**config.mk**
```make
export PLATFORM = sky130hd
export DESIGN_NAME = io_output_driver
export DESIGN_NICKNAME = d
export VERILOG_FILES = /design/src/rtl/io_output_driver.sv
export SDC_FILE = /design/constraint.sdc
export NUM_CORES = 1
export LEC_CHECK = 0
export CORE_ASPECT_RATIO = 0.9
export CORE_UTILIZATION = 38
export CTS_CLUSTER_SIZE = 20
export DETAILED_ROUTE_END_ITERATION = 16
export GPL_TIMING_DRIVEN = 0
export PLACE_DENSITY = 0.67
export SYNTH_ARGS = -nofsm -noshare
export SYNTH_HDL_FRONTEND = slang
export SYNTH_SLANG_ARGS = --single-unit
```
**constraint.sdc**
```tcl
create_clock -name clk -period 9.3 [get_ports clk]
set_clock_uncertainty 0.1 [all_clocks]
set_input_delay 1.86 -clock clk [delete_from_list [all_inputs] [get_ports clk]]
set_output_delay 1.86 -clock clk [all_outputs]
set_load 0.02 [all_outputs]
```
**src/rtl/io_output_driver.sv**
```systemverilog
// IO output driver: strobe pulse generation from the exposure trigger, per-line
// source select and polarity inversion, and pin-level drive for line1
// (optocoupler, inverted by the circuit) and line2/line3 (GPIO).

// Per-line source select and polarity: one instance per output line.
module io_line_sel (
    input  logic [1:0] source,
    input  logic       user,
    input  logic       strobe,
    input  logic       inv,
    output logic       level
);
    logic sel;

    // Source mux; codes 2 and 3 both force a logical low before inversion.
    always_comb begin
        sel = 1'b0;
        case (source)
            2'd0:    sel = user;
            2'd1:    sel = strobe;
            default: sel = 1'b0;
        endcase
        level = sel ^ inv;
    end
endmodule

module io_output_driver #(
    parameter int STROBE_CNT_WIDTH = 16
) (
    input  logic                        clk,
    input  logic                        reset,
    input  logic                        i_strobe_trig,
    input  logic [STROBE_CNT_WIDTH-1:0] iv_strobe_delay,
    input  logic [STROBE_CNT_WIDTH-1:0] iv_strobe_width,
    input  logic [5:0]                  iv_line_source,
    input  logic [2:0]                  iv_user_output,
    input  logic [2:0]                  iv_line_inverter,
    input  logic [1:0]                  iv_gpio_mode,
    output logic                        o_optocoupler_out,
    output logic [1:0]                  ov_gpio_out,
    output logic [1:0]                  ov_gpio_oe,
    output logic [2:0]                  ov_line_status,
    output logic                        o_strobe_busy
);
    localparam int NUM_LINES = 3;
    localparam logic [STROBE_CNT_WIDTH-1:0] CNT_ONE = STROBE_CNT_WIDTH'(1);

    typedef enum logic [1:0] {
        IDLE   = 2'd0,
        DELAY  = 2'd1,
        ACTIVE = 2'd2
    } state_t;

    state_t                      state;
    logic [STROBE_CNT_WIDTH-1:0] delay_cnt;
    logic [STROBE_CNT_WIDTH-1:0] width_cnt;
    logic [STROBE_CNT_WIDTH-1:0] width_lat;
    logic                        strobe;
    logic [NUM_LINES-1:0]        logical;

    // Strobe sequencer. The strobe register trails the ACTIVE state by one clk,
    // so a trigger at edge N raises the strobe at edge N+1+D for W clocks.
    // Width is latched at trigger so mid-sequence register writes are ignored.
    always_ff @(posedge clk or posedge reset) begin
        if (reset) begin
            state         <= IDLE;
            delay_cnt     <= '0;
            width_cnt     <= '0;
            width_lat     <= '0;
            strobe        <= 1'b0;
            o_strobe_busy <= 1'b0;
        end else begin
            strobe <= (state == ACTIVE);
            case (state)
                IDLE: begin
                    if (i_strobe_trig && (iv_strobe_width != '0)) begin
                        o_strobe_busy <= 1'b1;
                        width_lat     <= iv_strobe_width;
                        if (iv_strobe_delay == '0) begin
                            state     <= ACTIVE;
                            width_cnt <= iv_strobe_width - CNT_ONE;
                        end else begin
                            state     <= DELAY;
                            delay_cnt <= iv_strobe_delay - CNT_ONE;
                        end
                    end
                end
                DELAY: begin
                    if (delay_cnt == '0) begin
                        state     <= ACTIVE;
                        width_cnt <= width_lat - CNT_ONE;
                    end else begin
                        delay_cnt <= delay_cnt - CNT_ONE;
                    end
                end
                ACTIVE: begin
                    if (width_cnt == '0) begin
                        state         <= IDLE;
                        o_strobe_busy <= 1'b0;
                    end else begin
                        width_cnt <= width_cnt - CNT_ONE;
                    end
                end
                default: begin
                    state         <= IDLE;
                    o_strobe_busy <= 1'b0;
                end
            endcase
        end
    end

    // One select/invert slice per line: line1 = bit 0, line2 = bit 1, line3 = bit 2.
    for (genvar i = 0; i < NUM_LINES; i++) begin : g_line
        io_line_sel u_sel (
            .source (iv_line_source[2*i +: 2]),
            .user   (iv_user_output[i]),
            .strobe (strobe),
            .inv    (iv_line_inverter[i]),
            .level  (logical[i])
        );
    end

    // Pin register stage. Line1 is pre-inverted because the optocoupler stage
    // inverts again; GPIO data follows the logical level even in input mode.
    always_ff @(posedge clk or posedge reset) begin
        if (reset) begin
            o_optocoupler_out <= 1'b1;
            ov_gpio_out       <= 2'b00;
            ov_gpio_oe        <= 2'b00;
            ov_line_status    <= 3'b000;
        end else begin
            o_optocoupler_out <= ~logical[0];
            ov_gpio_out       <= logical[2:1];
            ov_gpio_oe        <= iv_gpio_mode;
            ov_line_status    <= logical;
        end
    end
endmodule

```
==> summary.txt, run 1 <==
Outcome
  – Status: finished, final reports clean

Clock tree
  – CTS Buf Count: 9
  – Sink Count: 58
  – Post-CTS Hold Fix Bufs: 0
  – Setup bufs post-CTS: 0
  – Clk_lat worst skew: around 0.34 ns
  – Longest Clk Path Bufs: 2
  – Depth of the CTS H-tree: 3
  – Post-CTS sizing: 0
  – Clock Tree Root: clkbuf_8
  – CTS tree: done
  – CTS clk-pin slew, worst paths: around 0.070 ns

Final layout
  – Most frequent cells in the layout: dfrtp_1 (57), clkdlybuf4s50_1 (57), nand2_1 (32), nor2_1 (28), mux2i_1 (25)
  – Diode count: 0
  – Share of cells above drive strength 1: 14.2%
  – Fin nets: 517
  – Fin util: 49.1%
  – Layout area overhead: 25.5%
  – Final Cell Area: ~0.0048 mm2

Synthesis
  – Syn Nets: 448
  – Synth warn: 0
  – Register area share after synthesis: 38.3%
  – Synthesized area: 0.00379 mm2
  – Cell count after synthesis: 392
  – EDFF count, synth: 0
  – Largest family of logic cells by synthesized area: simple AND/OR/NAND/NOR gates
  – XOR/XNOR Fraction of Synth Area: roughly 6.5%
  – Synth Area in Adders: 2.31%
  – Syn avg cell area: slightly below 10 um2
  – Ys flop type: dfrtp_1
  – Synth Area in Compound Gates: about 18%
  – Ys async rst share: 100%
  – Simple-Gate Fraction of Synth Area: 18.9%
  – Synth unique cells: 54
  – Synthesized flop and latch total: 58
  – Post-synthesis mux area share: 11.9%

Hold path
  – Type of the worst min-delay path: flop to flop

Setup path
  – Critical-path cell list: clkdlybuf4s50_1 > or4_4 > o41ai_4 > or2_2 > buf_2 > buf_4 > mux2_2
  – Critical-path top delay cell: or4_4
  – CP peak stage delay: 0.61 ns
  – Worst setup SP type: primary input
  – CP Capture Type: flop
  – Crit path DAT: 4.46 ns
  – Worst path required time: 9.42 ns
  – Crit path max fanout: 10
  – Crit Path Category: primary input to flop

STA
  – Fmax: 231 MHz
  – TNS Setup: 0 ns
  – Setup violations, final: 0
  – Minimum clock period: 4.34 ns
  – RSZ-0062 raised after global routing: no
  – Tightest Pin Transition: roughly 0.66 ns
  – Final hold violations: 0
  – Slew margin rel.: 55.9%
  – Final WS setup: 4.96 ns
  – Max-slew violations: 0
  – Final worst-path cycle share: 46.6%

Drt
  – Via Count: 3331
  – TritonRoute pass-1 iters: 4
  – Vias per cell: approximately 5.6
  – Avg WL per Cell: 16.5 um
  – Initial DRC count: 134
  – Final wirelength: 9.78 mm
  – Routed Antenna Nets: 0
  – Post-route DRC violation count: 0

Pwr
  – Clock share of power: between 10% and 20%
  – PwrDens: 322 mW/mm2
  – Sequential share of power: 30.4%
  – Combinational power share: between 50% and 60%
  – Worst VDD drop: 0.000127 V
  – Cell-internal power: 868 uW
  – Power after layout: 1.53 mW
  – Sw Share: 43.4%
  – P_leak: 1.95 nW
  – Net switching power: 665 uW

GRT
  – Total grt overflow: 0
  – GRT Overall Usage: 19.9%
  – Largest net degree at the start of global routing: 39
  – Number of global-route vias before repair: ~3400
  – Initial antenna violation count: 0
  – First-pass GRT wire length: 16.2 mm

Placement
  – Placement Cell Area: around 0.0045 mm2
  – Post-Place Worst Slack: 4.65 ns
  – Port bufs: 57
  – Placer congestion estimate: 0.904
  – Hpwl dp: 7.11 mm

Floorplan
  – Die Footprint: about 0.010 mm2
  – Die height: between 90 and 100 um
  – Chip width: 107 um
  – CORE AREA: roughly 0.0097 mm2
  – Std-Cell Rows: 34
  – Initial core utilization: 39.1%
  – I/O pin cnt: 58

Job
  – Max Cap Viol: 0
layer usage:
metal  wire (um)  up-vias  GRT usage [%]
met5           0        -              0
met4         126        0           6.53
met3         593       10           4.18
met2        4660      113           33.2
met1        4400     1609           25.6
li1            -     1599              -
sequential cells by signal, summed over array words and instances (netlist names):
signal             cells
delay_cnt             16
width_cnt             16
width_lat             16
ov_gpio_oe             2
ov_line_status         2
state                  2
o_optocoupler_out      1
o_strobe_busy          1
ov_gpio_out            1
strobe                 1
worst max-delay path, delay by kind of cell:
kind / cells / cell delay [ns]
AND/OR/NAND/NOR: 2 / 0.80
buffers and inverters: 3 / 0.95
multiplexers: 1 / 0.35
AO/OA/AOI/OAI: 1 / 0.50
final timing paths:
check,to,startpoint,slack [ns],cells after the start
max,width_lat[5],iv_strobe_width[9],4.96,7
min,width_lat[15],width_lat[15],0.41,1
max reg2reg,delay_cnt[12],state[1],5.48,12
min reg2reg,width_lat[15],width_lat[15],0.41,1
max in group asynchronous,o_optocoupler_out,reset,6.71,3
min in group asynchronous,delay_cnt[10],reset,1.77,2
kinds of logic (layout without fill, tap and decap cells):
family	after synthesis	count (layout)
AOI/OAI and AO/OA	83	83
xor gates and xnor gates	28	28
adders and majority gates	7	7
buffers and inverters	37	111
DFF	58	58
muxes	43	43
and+or+nand+nor	136	136
cell usage after synthesis, types with 2 or more instances:
cell / instances / area (um2)
a31oi_1: 2 / 12.5
o32ai_1: 3 / 26.3
mux2i_1: 25 / 250
or4_1: 4 / 30.0
o21ai_1: 15 / 75.1
dfrtp_1: 57 / 1430
a22oi_1: 10 / 75.1
xor2_1: 18 / 158
buf_2: 10 / 50.1
o221ai_1: 2 / 17.5
nand4_1: 7 / 43.8
nor3_1: 20 / 100
xnor2_1: 10 / 87.6
and4_1: 2 / 17.5
nor2b_1: 2 / 12.5
o22ai_1: 3 / 18.8
a211oi_1: 3 / 22.5
nand2_1: 32 / 120
clkbuf_1: 7 / 26.3
o41ai_4: 2 / 55.1
nor3b_2: 2 / 25.0
a32oi_1: 3 / 26.3
or2_2: 3 / 18.8
nand3_1: 9 / 45.0
a21oi_1: 6 / 30.0
or4_4: 2 / 22.5
a22o_1: 17 / 149
mux2_2: 18 / 203
o21bai_1: 2 / 15.0
o21ai_0: 3 / 15.0
o31ai_1: 4 / 30.0
nor4_1: 13 / 81.3
or3_1: 3 / 18.8
inv_1: 15 / 56.3
ha_1: 7 / 87.6
nor3b_1: 3 / 22.5
nor2_1: 28 / 105
buf_4: 4 / 30.0
metrics by stage:
step	cells	hold slack (ns)
floorplan	392	0.378
global placement	575	0.389
detailed placement	576	0.394
CTS	592	0.409
global route	592	0.419
finish	592	0.409
power groups by stage:
stage	Sequential [mW]	Combinational, mW	Clock, mW
CTS	0.464	0.805	0.265
floorplan	0.446	0.604	0
finish	0.466	0.809	0.259
global placement	0.462	0.783	0
detailed placement	0.468	0.801	0
global route	0.480	0.881	0.277
area by class of cell:
type                    count  area [um2]
plain buffers              22         111
well taps                 126         158
flip-flops and latches     58        1450
fillers                   939        4940
multi-input cells         297        2170
clock buffers              11         141
clock inverters             5        77.6
repair buffers             58         591
inverters                  15        56.3
Note: power is estimated with default switching activity, not from simulation.
==> run 2, diff against run 1 <==
- clock period: 9.3 -> 4.3 ns (I/O delays scaled with it)
==> results of run 2 <==
The final DEF is identical to that of run 1. Status: finished, final reports clean.
Among the figures that moved: setup slack after placement 4.65 ns -> 0.597 ns; setup slack after layout 4.96 ns -> 0.484 ns; start point of the critical path iv_strobe_width[9] -> state[1]; end point of the critical path width_lat[5] -> delay_cnt[12]; register-to-register setup slack 5.48 ns -> 0.48 ns; total power 1.53 mW -> 3.32 mW; worst IR drop on VDD 0.000127 V -> 0.000275 V
==> run 3, diff against run 2 <==
- CTS_BUF_LIST: unset -> sky130_fd_sc_hd__clkbuf_4
==> run 3 against run 2 <==
  * Clock power down 21%
  * First-iteration DRC count is 20% higher
  * Die area stayed put
  * Hold slack better by 0.0061 ns
  * Utilization shrank 0.65 points
  * Combinational power hardly changed
  * Global-route usage is 0.060 points lower
  * Final cell count unchanged
  * Clock-buffer cell count decreased by 1
==> summary.txt, run 3 (synthesis results as in run 1) <==
Final layout
  – Diode count: 0
  – Fill cells: 951
  – Largest registers: delay_cnt x16, width_cnt x16, width_lat x16
  – Layout Cells excl Fill: 592
  – Fin nets: about 520
  – Share of cells above drive strength 1: 14.2%
  – Layout area overhead: 23.8%
  – Most frequent cells in the layout: dfrtp_1 (57), clkdlybuf4s50_1 (57), nand2_1 (32), nor2_1 (28), mux2i_1 (25)
  – Final Cell Area: 0.00470 mm2

Clock tree
  – Setup bufs post-CTS: 0
  – CTS Buf Count: 9
  – Sink Count: 58
  – Post-CTS sizing: 0
  – CTS tree: done
  – Post-CTS Hold Fix Bufs: 0
  – Longest Clk Path Bufs: 2
  – CTS clk-pin slew, worst paths: 0.10 ns
  – Clock Tree Root: clkbuf_4
  – Clk_lat worst skew: 0.39 ns
  – Depth of the CTS H-tree: 3

GRT
  – Total grt overflow: 0
  – Largest net degree at the start of global routing: 39
  – First-pass GRT wire length: 16.1 mm
  – Number of global-route vias before repair: ~3400
  – GRT Overall Usage: 19.9%
  – Initial antenna violation count: 0

Pwr
  – Worst VDD drop: 0.000247 V
  – Power after layout: 3.19 mW
  – P_leak: about 1.9 nW
  – PwrDens: 679 mW/mm2

Drt
  – Post-route DRC violation count: 0
  – Vias per cell: 5.59
  – Routed Antenna Nets: 0
  – Via Count: 3312
  – Final wirelength: 9.72 mm
  – Initial DRC count: 161
  – Avg WL per Cell: 16.4 um
  – TritonRoute pass-1 iters: 4

Setup path
  – CP Capture Type: flop
  – Critical-path cell list: inv_1 > ha_1 > buf_2 > clkbuf_1 > clkbuf_1 > mux2i_1 > ha_1 > nand2_1 > or3_1 > nor3b_1 > o21bai_1 > a211oi_1
  – Critical-path top delay cell: or3_1
  – Crit path max fanout: 10
  – CP peak stage delay: 0.49 ns
  – Worst setup SP type: flop
  – Crit Path Category: flop to flop
  – Worst path required time: about 4.5 ns
  – Crit path DAT: between 4 and 5 ns

Floorplan
  – I/O pin cnt: 58
  – CORE AREA: 0.00970 mm2
  – Die height: 96.8 um
  – Std-Cell Rows: 34
  – Die Footprint: 0.0104 mm2
  – Initial core utilization: 39.1%
  – Chip width: about 110 um

STA
  – RSZ-0062 raised after global routing: no
  – Fmax: 263 MHz
  – Final hold violations: 0
  – Min Hold Slack: between 0.4 and 0.5 ns
  – Tightest Pin Transition: approximately 0.67 ns
  – Max-slew violations: 0
  – Slew margin rel.: 55.3%
  – Setup violations, final: 0
  – Minimum clock period: 3.81 ns
  – Final worst-path cycle share: 88.6%
  – TNS Setup: 0 ns

Placement
  – Placement Cell Area: 0.00454 mm2
  – Port bufs: 57
  – Hpwl dp: approximately 7.1 mm
  – Placer congestion estimate: 0.904
  – Placed Cells: 576

Outcome
  – Status: finished, final reports clean

Hold path
  – Type of the worst min-delay path: flop to flop

Job
  – Max Cap Viol: 0
-- run 3: cell count changes in the layout (fill, tap and decap cells not counted), sizes merged --
cell and delta:
clkbuf -1, clkinv +1
-- run 3: layout make-up --
class | count | area (um2) | share of cell area [%]
multi-input combinational | 297 | 2170 | 46.3
sequential | 58 | 1450 | 30.9
timing repair buffer | 58 | 591 | 12.6
tap | 126 | 158 | 3.36
buffer | 22 | 111 | 2.37
clock inverter | 6 | 81.3 | 1.73
clock buffer | 10 | 75.1 | 1.60
inverter | 15 | 56.3 | 1.20
-- run 3: worst paths after layout --
kind | startpoint | endpoint | slack, ns | cells after the start
max in group asynchronous | reset | o_optocoupler_out | 2.77 | 3
hold reg to reg | width_lat[1] | width_lat[1] | 0.42 | 1
setup reg to reg | state[1] | delay_cnt[12] | 0.49 | 12
hold / removal | width_lat[1] | width_lat[1] | 0.42 | 1
setup / recovery | state[1] | delay_cnt[12] | 0.49 | 12
min in group asynchronous | reset | delay_cnt[10] | 0.71 | 2
-- run 3: through the flow --
stage	util [%]	setup WS, ns
2_1_floorplan	-	1.21
5_1_grt	48.4	0.187
4_1_cts	48.4	0.536
6_report	48.4	0.492
3_3_place_gp	46.6	0.578
3_5_place_dp	46.8	0.597
-- run 3: report_power, final --
group          leakage (nW)  internal, mW  total (mW)  switching, mW
logic                  1.15         0.740        1.74           1.00
registers             0.689         0.796        1.00          0.208
clock network        0.0838         0.239       0.442          0.203
total                  1.92          1.77        3.19           1.41
-- run 3: layer usage --
metal	share of wire [%]	vias up	global-route usage [%]	wire [um]
li1	-	1600	-	-
met1	45	1602	25.6	4390
met2	48	106	33.0	4660
met3	6.3	4	4.99	615
met4	0.57	0	5.48	55
met5	0	-	0	0
-- run 3: critical path, delay by kind of cell, from the launching register on --
| family | cells | cell delay (ns) |
|---|---|---|
| and+or+nand+nor | 3 | 0.87 |
| DFF | 1 | 0.43 |
| buffers and inverters | 4 | 1.20 |
| AOI/OAI and AO/OA | 2 | 0.39 |
| adders and majority gates | 2 | 0.44 |
| muxes | 1 | 0.30 |
==> RTL change 1: new RTL, settings of run 3 <==
Make the reset (`reset`) synchronous in 2 clocked blocks.
--- a/src/rtl/io_output_driver.sv
+++ b/src/rtl/io_output_driver.sv
@@ -61,7 +61,7 @@
     // Strobe sequencer. The strobe register trails the ACTIVE state by one clk,
     // so a trigger at edge N raises the strobe at edge N+1+D for W clocks.
     // Width is latched at trigger so mid-sequence register writes are ignored.
-    always_ff @(posedge clk or posedge reset) begin
+    always_ff @(posedge clk) begin
         if (reset) begin
             state         <= IDLE;
             delay_cnt     <= '0;
@@ -122,7 +122,7 @@
 
     // Pin register stage. Line1 is pre-inverted because the optocoupler stage
     // inverts again; GPIO data follows the logical level even in input mode.
-    always_ff @(posedge clk or posedge reset) begin
+    always_ff @(posedge clk) begin
         if (reset) begin
             o_optocoupler_out <= 1'b1;
             ov_gpio_out       <= 2'b00;
Check against the original RTL: differs if reset is asserted again (counterexample within 4 cycles, from zero or initial values and one cycle with reset high); with reset held inactive, the same outputs for 10 cycles.
==> RTL change 1 against run 3 <==
Design area rose by 1.4%. Total power shrank 4.2%. Critical path type unchanged. Worst setup slack worse by 0.20 ns. Wire length is 16% higher. Sequential cell count stayed put. Area after synthesis grew 2.7%. Core utilization about the same.
==> RTL change 1: results (changes against run 3) <==
largest net degree at the start of global routing 11 (was 39); most frequent cells after synthesis sky130_fd_sc_hd__nor2_1, sky130_fd_sc_hd__dfxtp_1, sky130_fd_sc_hd__nand2_1, sky130_fd_sc_hd__a21oi_1 (was sky130_fd_sc_hd__dfrtp_1, sky130_fd_sc_hd__nand2_1, sky130_fd_sc_hd__nor2_1, sky130_fd_sc_hd__mux2i_1, sky130_fd_sc_hd__nor3_1); worst hold path depth 2 (was 1); number of cells in the finished layout apart from fillers 664 (was 592); Pre-Repair DR Iteration Count 5 (was 4); fraction of power spent switching nets 47.0% (was 44.4%); Seq Cell Count 58 (unchanged); termination of the worst setup path delay_cnt[10]$_SDFFE_PP0P_ (was delay_cnt[12]$_DFFE_PP0P_); Worst Hold Slack 0.363 ns (was 0.415 ns); clock share of power 13.5% (was 13.9%); result of the run finished, final reports clean (unchanged); fraction of final layout cells with drive strength greater than 1 12.6% (was 14.2%); met1 layer wirelength in the final routing 5170 um (was 4390 um); average size of a mapped cell 8.38 sq um (was 9.68 sq um); register area share after synthesis 29.8% (was 38.3%); static leakage 1.65 nW (was 1.92 nW); multiplexer share of the synthesized area 7.70% (was 11.9%); Hold EP width_lat[10]$_SDFFE_PP0P_ (was width_lat[1]$_DFFE_PP0P_); number of design-rule violations left by the first detailed-router iteration 324 (was 161); total of fill cells in the finished design 948 (was 951); net count after synthesis 521 (was 448); non-clock buffer count in the final layout 89 (was 80); maximum vdd ir drop 228 uV (was 247 uV); detailed-route vias per instance 5.84 (was 5.59); post-detailed-routing wire length 11300 um (was 9720 um); Arrival @ worst endpoint 4.20 ns (was 4.02 ns); number of cells in the design after placement 648 (was 576); WL met2 5140 um (was 4660 um); wire length of the first global-routing pass 18600 um (was 16100 um); Logic pwr share 59.2% (was 54.7%); Synth cell types 74 (was 54); minimum setup slack among reg-to-reg paths 0.29 ns (was 0.49 ns); worst-path cell with the longest stage delay sky130_fd_sc_hd__buf_1 (was sky130_fd_sc_hd__or3_1); slew at the pin closest to its max-slew limit 0.702 ns (was 0.671 ns); Critical Path Source state[1]$_SDFFE_PP0P_ (was state[1]$_DFFE_PP0P_); half-perimeter wire length after detailed placement 8540 um (was 7110 um); multi-input logic cell count 364 (was 297); number of non-clock inverters 11 (was 15); hold wc startpoint width_lat[10]$_SDFFE_PP0P_ (was width_lat[1]$_DFFE_PP0P_); area of combinational cells with multiple inputs 2480 sq um (was 2170 sq um); synthesized-area fraction occupied by ao, oa, aoi and oai cells 23.9% (was 17.7%); parity-gate share of the synthesized area counting xor and xnor cells 3.37% (was 6.46%); worst setup timing slack at the placement stage 0.422 ns (was 0.597 ns)
[RTL change 1: layer usage]
layer  track usage [%]  up-vias
li1                  -     1856
met1              30.1     1852
met2              35.5      156
met3              5.67       14
met4              5.30        0
met5                 0        -
[RTL change 1: worst register-to-register path: stages, from the launching register on]
cell,delay (ns)
sky130_fd_sc_hd__dfxtp_1,0.34
sky130_fd_sc_hd__inv_1,0.12
sky130_fd_sc_hd__ha_1,0.16
sky130_fd_sc_hd__buf_4,0.15
sky130_fd_sc_hd__buf_6,0.16
sky130_fd_sc_hd__clkbuf_1,0.42
sky130_fd_sc_hd__buf_1,0.50
sky130_fd_sc_hd__mux2i_1,0.30
sky130_fd_sc_hd__ha_1,0.29
sky130_fd_sc_hd__o211ai_1,0.32
sky130_fd_sc_hd__or2_2,0.44
sky130_fd_sc_hd__o41ai_1,0.35
sky130_fd_sc_hd__a21bo_2,0.20
sky130_fd_sc_hd__a21oi_2,0.05
==> RTL change 2: new RTL, flow settings as in run 3 <==
Without the edit above. `STROBE_CNT_WIDTH`: 16 -> 12.
--- a/src/rtl/io_output_driver.sv
+++ b/src/rtl/io_output_driver.sv
@@ -25,7 +25,7 @@
 endmodule
 
 module io_output_driver #(
-    parameter int STROBE_CNT_WIDTH = 16
+    parameter int STROBE_CNT_WIDTH = 12
 ) (
     input  logic                        clk,
     input  logic                        reset,
Interface: changed (resized iv_strobe_delay and iv_strobe_width); port bits go from 58 to 50. The function was not compared with the original's and may differ.
==> RTL change 2 against run 3 <==
Cell count is 14% lower. Total power is 12% lower. Worst setup slack better by 0.068 ns. First-iteration DRC count is 31% higher. Critical path depth is 1 higher. Design area is 15% lower. Area after synthesis is 13% lower. Via count is 9.9% lower. Wire length is 10% lower. Sequential cell count is 12 lower. Critical endpoint is now delay_cnt[6]$_DFFE_PP0P_. Largest cell class unchanged.
==> RTL change 2: results (changes against run 3) <==
result of the run finished, final reports clean (unchanged); clock transition time at the flip-flop clock pins of the worst setup and hold paths 0.15 ns (was 0.10 ns); post-place instance area 3940 sq um (was 4540 sq um); worst setup timing slack at the placement stage 0.593 ns (was 0.597 ns); average detailed-routed wire length per instance 17.0 um (was 16.4 um); post-synthesis to final-layout area growth 21.5% (was 23.8%); Period minus WS final 3.74 ns (was 3.81 ns); Arrival @ worst endpoint 3.91 ns (was 4.02 ns); half-perimeter wire length after detailed placement 6610 um (was 7110 um); Pre-Repair DR Iteration Count 5 (was 4); # diodes 0 (unchanged); top flop regs delay_cnt x12, width_cnt x12, width_lat x12 (was delay_cnt x16, width_cnt x16, width_lat x16); Post-synth ARST share 100% (unchanged); net count after synthesis 386 (was 448); total of fill cells in the finished design 786 (was 951); highest net fanout along the worst path 10 (unchanged); largest buffer count on any clock path 2 (unchanged); number of design-rule violations left by the first detailed-router iteration 211 (was 161); Worst Hold Slack 0.427 ns (was 0.415 ns); initial antenna violation count 0 (unchanged); largest net degree at the start of global routing 26 (was 39); H-Tree Depth 2 (was 3); number of cells in the finished layout apart from fillers 511 (was 592); Synth cell types 70 (was 54); fraction of final layout cells with drive strength greater than 1 17.7% (was 14.2%); path type of the worst min-delay path register to register (unchanged); wire length of the first global-routing pass 14200 um (was 16100 um); cell types with the largest area share after synthesis sky130_fd_sc_hd__dfrtp_1, sky130_fd_sc_hd__mux2_2, sky130_fd_sc_hd__a21oi_1, sky130_fd_sc_hd__o21ai_0, sky130_fd_sc_hd__mux2i_1 (was sky130_fd_sc_hd__dfrtp_1, sky130_fd_sc_hd__mux2i_1, sky130_fd_sc_hd__mux2_2, sky130_fd_sc_hd__xor2_1, sky130_fd_sc_hd__a22o_1); insertion delay to the later sink of the worst-skew pair 0.36 ns (was 0.39 ns); Post-synth EDFFs 0 (unchanged); Port Buffers 49 (was 57); detailed-route vias per instance 5.84 (was 5.59); final estimated routing congestion in global placement 0.886 (was 0.904); number of global-route vias before repair 2898 (was 3373); static leakage 1.53 nW (was 1.92 nW); register area share after synthesis 35.0% (was 38.3%); buffers inserted during post-CTS setup optimization 0 (unchanged); Tot GR Track Use 19.8% (was 19.9%); cell count after synthesis 338 (was 392); Resized Gates After CTS 0 (unchanged); most frequent cells after synthesis sky130_fd_sc_hd__dfrtp_1, sky130_fd_sc_hd__nor2_1, sky130_fd_sc_hd__a21oi_1, sky130_fd_sc_hd__o21ai_0, sky130_fd_sc_hd__nor3_1 (was sky130_fd_sc_hd__dfrtp_1, sky130_fd_sc_hd__nand2_1, sky130_fd_sc_hd__nor2_1, sky130_fd_sc_hd__mux2i_1, sky130_fd_sc_hd__nor3_1); clock buffer count from CTS 5 (was 9); clock root buffer sky130_fd_sc_hd__clkbuf_4 (unchanged); slew at the pin closest to its max-slew limit 0.806 ns (was 0.671 ns); maximum vdd ir drop 275 uV (was 247 uV); number of cells in the design after placement 503 (was 576); minimum setup slack among reg-to-reg paths 0.56 ns (was 0.49 ns); number of nets in the finished design 443 (was 517)
## RTL change 2: cell count changes after synthesis, sizes merged, moves of 5 or more
cell	change
a21o	+7
a21oi	+18
a22o	-14
a31oi	+11
a41oi	+5
clkbuf	-6
dfrtp	-12
inv	-6
mux2i	-11
nand2	-20
o21ai	+6
xnor2	-6
xor2	-15
## RTL change 2: kinds of logic (layout without fill, tap and decap cells)
logic type | Yosys count | in the layout | synth area share [%]
multiplexers | 30 | 30 | 11.0
flip-flops | 46 | 46 | 35.0
buffers and inverters | 27 | 85 | 4.64
XOR/XNOR | 7 | 7 | 1.86
AO/OA/AOI/OAI | 111 | 111 | 24.4
AND/OR/NAND/NOR | 110 | 110 | 20.4
adder cells (fa/ha/maj) | 7 | 7 | 2.66
## RTL change 2: final timing paths
check	cells past startpoint	startpoint	endpoint
min in group asynchronous	2	reset	ov_gpio_oe[0]$_DFF_PP0_
worst max-delay path	13	state[1]$_DFFE_PP0P_	delay_cnt[6]$_DFFE_PP0P_
worst min register to register	1	width_lat[10]$_DFFE_PP0P_	width_lat[10]$_DFFE_PP0P_
max in group asynchronous	3	reset	width_lat[11]$_DFFE_PP0P_
worst min-delay path	1	width_lat[10]$_DFFE_PP0P_	width_lat[10]$_DFFE_PP0P_
worst max register to register	13	state[1]$_DFFE_PP0P_	delay_cnt[6]$_DFFE_PP0P_
## RTL change 2: report_power, final
part / switching, mW / internal, mW
Clock: 0.145 / 0.0682
Combinational: 0.976 / 0.778
Sequential: 0.203 / 0.632
Total: 1.33 / 1.48
## RTL change 2: area by class of cell
type	count	area share, %
clock buffers	6	1.13
plain buffers	18	2.97
repair buffers	50	12.8
clock inverters	2	0.219
multi-input cells	265	49.6
well taps	115	3.60
inverters	9	0.845
flip-flops and latches	46	28.8
## RTL change 2: metal layers
metal / global-route usage, % / wire, um / vias up
met5: 0 / 0 / -
met4: 6.04 / 110 / 0
met3: 3.87 / 556 / 11
met2: 32.0 / 4040 / 111
met1: 26.6 / 3990 / 1437
li1: - / - / 1424
## RTL change 2: worst max-delay path, stage by stage, from the launching register on
cell	delay [ns]
sky130_fd_sc_hd__dfrtp_1	0.43
sky130_fd_sc_hd__inv_1	0.13
sky130_fd_sc_hd__ha_1	0.15
sky130_fd_sc_hd__buf_2	0.20
sky130_fd_sc_hd__buf_2	0.30
sky130_fd_sc_hd__buf_2	0.28
sky130_fd_sc_hd__buf_1	0.45
sky130_fd_sc_hd__mux2i_1	0.25
sky130_fd_sc_hd__ha_1	0.27
sky130_fd_sc_hd__o221ai_1	0.21
sky130_fd_sc_hd__clkbuf_1	0.26
sky130_fd_sc_hd__or3b_1	0.39
sky130_fd_sc_hd__a31oi_1	0.17
sky130_fd_sc_hd__a21oi_1	0.05
